## src/rtl/key_expansion.sv

```systemverilog
// Iterative AES-128 key schedule: streams round keys 0..10 one per clock and
// keeps all eleven in a store that can be read back with one cycle of latency.
module key_expansion #(
  parameter int NUM_ROUNDS = 10
) (
  input  logic         clock50MHz,
  input  logic         reset,
  input  logic         startTransition,
  input  logic [127:0] cipherKey,
  input  logic [3:0]   readRound,
  output logic [127:0] roundKey,
  output logic [3:0]   roundNumber,
  output logic         roundKeyValid,
  output logic         keyExpansionDone,
  output logic         busy,
  output logic [127:0] readKey
);

  localparam logic [3:0] LAST_ROUND = 4'(NUM_ROUNDS);

  localparam logic [0:255][7:0] SBOX = {
    128'h637c777bf26b6fc53001672bfed7ab76,
    128'hca82c97dfa5947f0add4a2af9ca472c0,
    128'hb7fd9326363ff7cc34a5e5f171d83115,
    128'h04c723c31896059a071280e2eb27b275,
    128'h09832c1a1b6e5aa0523bd6b329e32f84,
    128'h53d100ed20fcb15b6acbbe394a4c58cf,
    128'hd0efaafb434d338545f9027f503c9fa8,
    128'h51a3408f929d38f5bcb6da2110fff3d2,
    128'hcd0c13ec5f974417c4a77e3d645d1973,
    128'h60814fdc222a908846eeb814de5e0bdb,
    128'he0323a0a4906245cc2d3ac629195e479,
    128'he7c8376d8dd54ea96c56f4ea657aae08,
    128'hba78252e1ca6b4c6e8dd741f4bbd8b8a,
    128'h703eb5664803f60e613557b986c11d9e,
    128'he1f8981169d98e949b1e87e9ce5528df,
    128'h8ca1890dbfe6426841992d0fb054bb16
  };

  typedef enum logic [0:0] {
    IDLE   = 1'b0,
    EXPAND = 1'b1
  } state_t;

  function automatic logic [7:0] rcon(input logic [3:0] r);
    logic [7:0] value;
    case (r)
      4'd1:    value = 8'h01;
      4'd2:    value = 8'h02;
      4'd3:    value = 8'h04;
      4'd4:    value = 8'h08;
      4'd5:    value = 8'h10;
      4'd6:    value = 8'h20;
      4'd7:    value = 8'h40;
      4'd8:    value = 8'h80;
      4'd9:    value = 8'h1b;
      4'd10:   value = 8'h36;
      default: value = 8'h00;
    endcase
    return value;
  endfunction

  state_t       state_q, state_d;
  logic         start_prev_q, start_prev_d;
  logic [3:0]   round_cnt_q, round_cnt_d;
  logic [127:0] work_key_q, work_key_d;
  logic [127:0] round_key_q, round_key_d;
  logic [3:0]   round_number_q, round_number_d;
  logic         round_key_valid_q, round_key_valid_d;
  logic         done_q, done_d;
  logic         busy_q, busy_d;
  logic [127:0] read_key_q, read_key_d;
  logic [127:0] key_store_q [0:NUM_ROUNDS];
  logic [127:0] key_store_d [0:NUM_ROUNDS];

  logic         start_edge;
  logic [31:0]  w0, w1, w2, w3;
  logic [31:0]  rot_word, sub_word, temp_word;
  logic [31:0]  n0, n1, n2, n3;
  logic [127:0] next_key;

  assign start_edge = startTransition & ~start_prev_q;

  // Next round key is derived combinationally from the working key.
  assign {w0, w1, w2, w3} = work_key_q;
  assign rot_word = {w3[23:0], w3[31:24]};

  genvar gi;
  generate
    for (gi = 0; gi < 4; gi++) begin : g_sub_word
      assign sub_word[gi*8 +: 8] = SBOX[rot_word[gi*8 +: 8]];
    end
  endgenerate

  assign temp_word = sub_word ^ {rcon(round_cnt_q + 4'd1), 24'h000000};
  assign n0        = w0 ^ temp_word;
  assign n1        = w1 ^ n0;
  assign n2        = w2 ^ n1;
  assign n3        = w3 ^ n2;
  assign next_key  = {n0, n1, n2, n3};

  always_comb begin
    state_d           = state_q;
    start_prev_d      = startTransition;
    round_cnt_d       = round_cnt_q;
    work_key_d        = work_key_q;
    round_key_d       = round_key_q;
    round_number_d    = round_number_q;
    round_key_valid_d = 1'b0;
    done_d            = 1'b0;
    busy_d            = 1'b0;

    case (state_q)
      IDLE: begin
        if (start_edge) begin
          work_key_d  = cipherKey;
          round_cnt_d = 4'd0;
          state_d     = EXPAND;
        end
      end
      EXPAND: begin
        round_key_d       = work_key_q;
        round_number_d    = round_cnt_q;
        round_key_valid_d = 1'b1;
        busy_d            = 1'b1;
        if (round_cnt_q == LAST_ROUND) begin
          done_d  = 1'b1;
          state_d = IDLE;
        end else begin
          work_key_d  = next_key;
          round_cnt_d = round_cnt_q + 4'd1;
        end
      end
      default: state_d = IDLE;
    endcase
  end

  // Store captures the key while it is presented on the streaming outputs.
  always_comb begin
    for (int i = 0; i <= NUM_ROUNDS; i++) begin
      key_store_d[i] = key_store_q[i];
      if (round_key_valid_q && (round_number_q == 4'(i))) begin
        key_store_d[i] = round_key_q;
      end
    end
  end

  always_comb begin
    read_key_d = '0;
    for (int i = 0; i <= NUM_ROUNDS; i++) begin
      if (readRound == 4'(i)) begin
        read_key_d = key_store_q[i];
      end
    end
  end

  always_ff @(posedge clock50MHz) begin
    if (reset) begin
      state_q           <= IDLE;
      start_prev_q      <= 1'b0;
      round_cnt_q       <= 4'd0;
      work_key_q        <= '0;
      round_key_q       <= '0;
      round_number_q    <= 4'd0;
      round_key_valid_q <= 1'b0;
      done_q            <= 1'b0;
      busy_q            <= 1'b0;
      read_key_q        <= '0;
      for (int i = 0; i <= NUM_ROUNDS; i++) begin
        key_store_q[i] <= '0;
      end
    end else begin
      state_q           <= state_d;
      start_prev_q      <= start_prev_d;
      round_cnt_q       <= round_cnt_d;
      work_key_q        <= work_key_d;
      round_key_q       <= round_key_d;
      round_number_q    <= round_number_d;
      round_key_valid_q <= round_key_valid_d;
      done_q            <= done_d;
      busy_q            <= busy_d;
      read_key_q        <= read_key_d;
      for (int i = 0; i <= NUM_ROUNDS; i++) begin
        key_store_q[i] <= key_store_d[i];
      end
    end
  end

  assign roundKey         = round_key_q;
  assign roundNumber      = round_number_q;
  assign roundKeyValid    = round_key_valid_q;
  assign keyExpansionDone = done_q;
  assign busy             = busy_q;
  assign readKey          = read_key_q;

endmodule

```

## config.mk

```make
export PLATFORM = sky130hd
export DESIGN_NAME = key_expansion
export DESIGN_NICKNAME = d
export VERILOG_FILES = /design/src/rtl/key_expansion.sv
export SDC_FILE = /design/constraint.sdc
export NUM_CORES = 2
export LEC_CHECK = 0
export BUFFER_PORTS_ARGS = -buffer_cell sky130_fd_sc_hd__buf_2
export CAP_MARGIN = 25
export CORE_ASPECT_RATIO = 0.8
export CORE_MARGIN = 4
export CORE_UTILIZATION = 50
export DETAILED_ROUTE_END_ITERATION = 8
export PLACE_DENSITY = 0.69
export SYNTH_ARGS = -nofsm -noshare
export SYNTH_HDL_FRONTEND = slang
export SYNTH_SLANG_ARGS = --single-unit
```

## constraint.sdc

```tcl
create_clock -name clock50MHz -period 4.7 [get_ports clock50MHz]
set_clock_uncertainty 0.1 [all_clocks]
set_input_delay 0.235 -clock clock50MHz [delete_from_list [all_inputs] [get_ports clock50MHz]]
set_output_delay 0.235 -clock clock50MHz [all_outputs]
set_load 0.03 [all_outputs]
```

==> results by group <==
Worst setup path
  • CP Depth: 14
  • CP startpoint kind: flop
  • CP Class: reg2reg
  • Max incr delay on CP: 610 ps
  • Start point of the critical path: work_key_q[8]
  • Most used cell, CP: buf_4
  • Worst path cell trace: inv_1, buf_4, ha_1, buf_4, o21ai_0, a32oi_1, mux4_2, mux2i_1, a311oi_1, o211ai_1, xnor2_1, a21o_1, a211oi_1, dlygate4sd3_1
  • R2R cell count: 14
  • CP max FO: 13
  • Slowest stage cell, crit path: dlygate4sd3_1
  • FF-to-FF Start: work_key_q[8]
  • CP Capture Type: flop
  • Buf/Inv on CP: 4
  • Worst path top cell family by delay: compound AO/OA/AOI/OAI gates
  • Worst path required time: 5300 ps
  • CP arrival: 5280 ps

Power
  • Flop pwr share: 38.6%
  • Pwr/cell area: 435 nW/um2
  • Peak supply drop: 0.369 mV
  • Comb power frac: 27.5%
  • Switching share of total power: 34.8%
  • Psw: 0.0150 W
  • Pleak: 34.2 nW
  • Clk pwr share: 34.0%
  • Int Pwr: 0.0281 W

Yosys
  • Async S/R FF share, synth: 0%
  • Syn nets: 11800
  • Synth Register Bits: 1804
  • Main area contributors after synthesis: dfxtp_1, nand2_1, a21oi_1, clkbuf_1, a22oi_1
  • Unique masters post-synth: 94
  • Yosys warns: 0
  • Register area share after synthesis: 41.6%
  • Netlist Area Pre-Place: 86900 um2
  • EDFF count, synth: 0
  • Area leader, netlist: dfxtp_1
  • Cell with the most instances after synthesis: nand2_1
  • Synth top area share: 41.6%
  • Synth top cells by count: nand2_1, a21oi_1, dfxtp_1, clkbuf_1, nor2_1
  • Top_reg_cell synth: dfxtp_1
  • Post-Syn Instances: 11600
  • Syn Area/Cell: 7.48 um2

Placement
  • HPWL after DPL: 252000 um
  • Global placer's final weighted congestion: 1.02
  • Area after DPL: 91200 um2
  • Pre-CTS WS: 538 ps
  • Buffers on Ports: 397

Clocking
  • Maximum clock insertion buffer count: 3
  • H-tree levels: 4
  • Root buffer cell: clkbuf_16
  • CTS tree: built
  • Total CTS buffers: 175
  • Worst-Skew Late Latency: 850 ps
  • Clk sinks: 1804
  • Setup bufs post-CTS: 0
  • Clock transition at the registers of the reported paths: 70 ps

Status
  • Status: finished clean

Floorplanning
  • Initial Util: 50.4%
  • I/O Pins: 398
  • Die Y: 381 um
  • Die footprint: 180000 um2
  • Row count: 136
  • Core box area: 172000 um2
  • Die width: 474 um

Route
  • Pre-antenna DRT Iters: 9
  • DRC viols: 0
  • Drt total wl: 396000 um
  • Total number of vias: 90700
  • Vias per cell: 6.49
  • WL per Instance: 28.3 um
  • Post-route ant nets: 0
  • Initial DRC Count: 13200

Timing
  • Slew HR: 21.4%
  • Max frequency: 214 MHz
  • Tcrit/Tclk final: 99.5%
  • Final worst slack: 22.8 ps
  • Setup TNS: 0 ps
  • RSZ-0062 raised after global routing: no
  • Setup violators final: 0
  • Pins Over Slew Limit: 0
  • Endpoints failing hold: 0
  • Final hold slack: 96.6 ps
  • Tightest Pin Transition: 1180 ps
  • Minimum clock period: 4680 ps

GRT
  • Vias in the first global route: 84100
  • Global route overflow: 0
  • Total GRT Usage: 42.0%
  • Global-route wire length before repair: 574000 um
  • Largest net degree at the start of global routing: 210
  • Antenna violations before repair: 29

Cells and area
  • FF/Latch Area: 36200 um2
  • Fillers: 15700
  • Area occupied by multi-input gates: 46000 um2
  • Area growth, synth to finish: 13.9%
  • Fin util: 57.5%
  • Nets: 11700
  • Ratio of cells with drive above 1 in the final layout: 11.2%
  • Post-route cell area: 99000 um2

Min path
  • Hold Path Cell Cnt: 4
  • Hold path start: cipherKey[103]
  • Hold crit path type: in2reg

Run
  • Count of max-cap constraint violations: 0
[placed cells by master, fill, tap and decap left out, types with 90 or more instances in the layout]
cell / Yosys / layout
clkbuf_16: 0 / 175
buf_2: 80 / 397
nand3_1: 137 / 136
dfxtp_1: 1804 / 1789
nand2b_1: 96 / 94
o21ai_0: 298 / 296
a22oi_1: 372 / 372
a21oi_1: 2049 / 2049
dlygate4sd3_1: 0 / 169
a222oi_1: 93 / 93
nor3_1: 127 / 119
mux2i_1: 173 / 173
nand2_1: 3141 / 3137
a31oi_1: 160 / 160
nor2b_1: 90 / 90
buf_4: 1 / 336
nor2_1: 558 / 550
[registers in the layout, summed over array words and instances, names as in the netlist]
| signal | cells |
|---|---|
| key_store_q | 1408 |
| readKey | 128 |
| roundKey | 128 |
| work_key_q | 128 |
| roundNumber | 4 |
| round_cnt_q | 4 |
| busy | 1 |
| keyExpansionDone | 1 |
| start_prev_q | 1 |
| state_q | 1 |
[final timing paths]
kind                   endpoint  slack, ps
min             work_key_q[103]        100
min reg2reg  key_store_q[8][72]        350
max reg2reg      work_key_q[54]         20
max              work_key_q[54]         20
[metal layers]
layer  GRT usage (%)  part of all wire (%)
met1            56.8                    39
met2            59.4                    41
met3            11.5                    13
met4            25.7                   7.1
met5               0                 0.020
[timing repair]
| action | CTS | global route |
|---|---|---|
| gates resized for setup | 0 | 5 |
| hold buffers | 169 | 0 |
| endpoints found under the setup margin | 0 | 8 |
| hold endpoints to repair | 209 | 0 |
[through the flow]
step | power [W] | std cells
3_5_place_dp | 0.0279 | 13500
3_3_place_gp | 0.0281 | 13500
2_1_floorplan | 0.0234 | 11600
4_1_cts | 0.0425 | 14000
6_report | 0.0430 | 14000
5_1_grt | 0.0442 | 14000
[power groups by stage]
stage	Sequential [W]	Clock, W	Combinational [W]
after floorplan	0.0163	0	0.00706
after global placement	0.0169	0	0.0112
after detailed placement	0.0169	0	0.0111
after CTS	0.0165	0.0147	0.0113
after global routing	0.0166	0.0153	0.0123
final	0.0166	0.0146	0.0118
[logic make-up (layout without fill, tap and decap cells)]
group | count (synthesis) | in the layout | synth area share (%)
AOI/OAI and AO/OA | 3590 | 3590 | 24.9
xor gates and xnor gates | 123 | 123 | 1.42
adders and majority gates | 66 | 66 | 0.954
buffers and inverters | 1286 | 1356 | 5.73
DFF | 1804 | 1804 | 41.6
muxes | 265 | 265 | 3.99
other | 0 | 18 | 0
and+or+nand+nor | 4483 | 4483 | 21.4
[worst register-to-register path: stages (launching register included)]
cell           delay (ps)
dfxtp_1               380
inv_1                  80
buf_4                 220
ha_1                  240
buf_4                 200
o21ai_0               580
a32oi_1               110
mux4_2                600
mux2i_1               170
a311oi_1              290
o211ai_1              240
xnor2_1               470
a21o_1                190
a211oi_1               70
dlygate4sd3_1         610
[cell type report]
cell class | count | share of cell area [%]
Multi-Input combinational cell | 8527 | 46.5
Sequential cell | 1804 | 36.5
Timing Repair Buffer | 977 | 7.81
Clock buffer | 266 | 5.22
Tap cell | 2277 | 2.88
Clock inverter | 55 | 0.809
Inverter | 58 | 0.221
Antenna cell | 18 | 0.0455
Power figures use the tool's default switching activity.
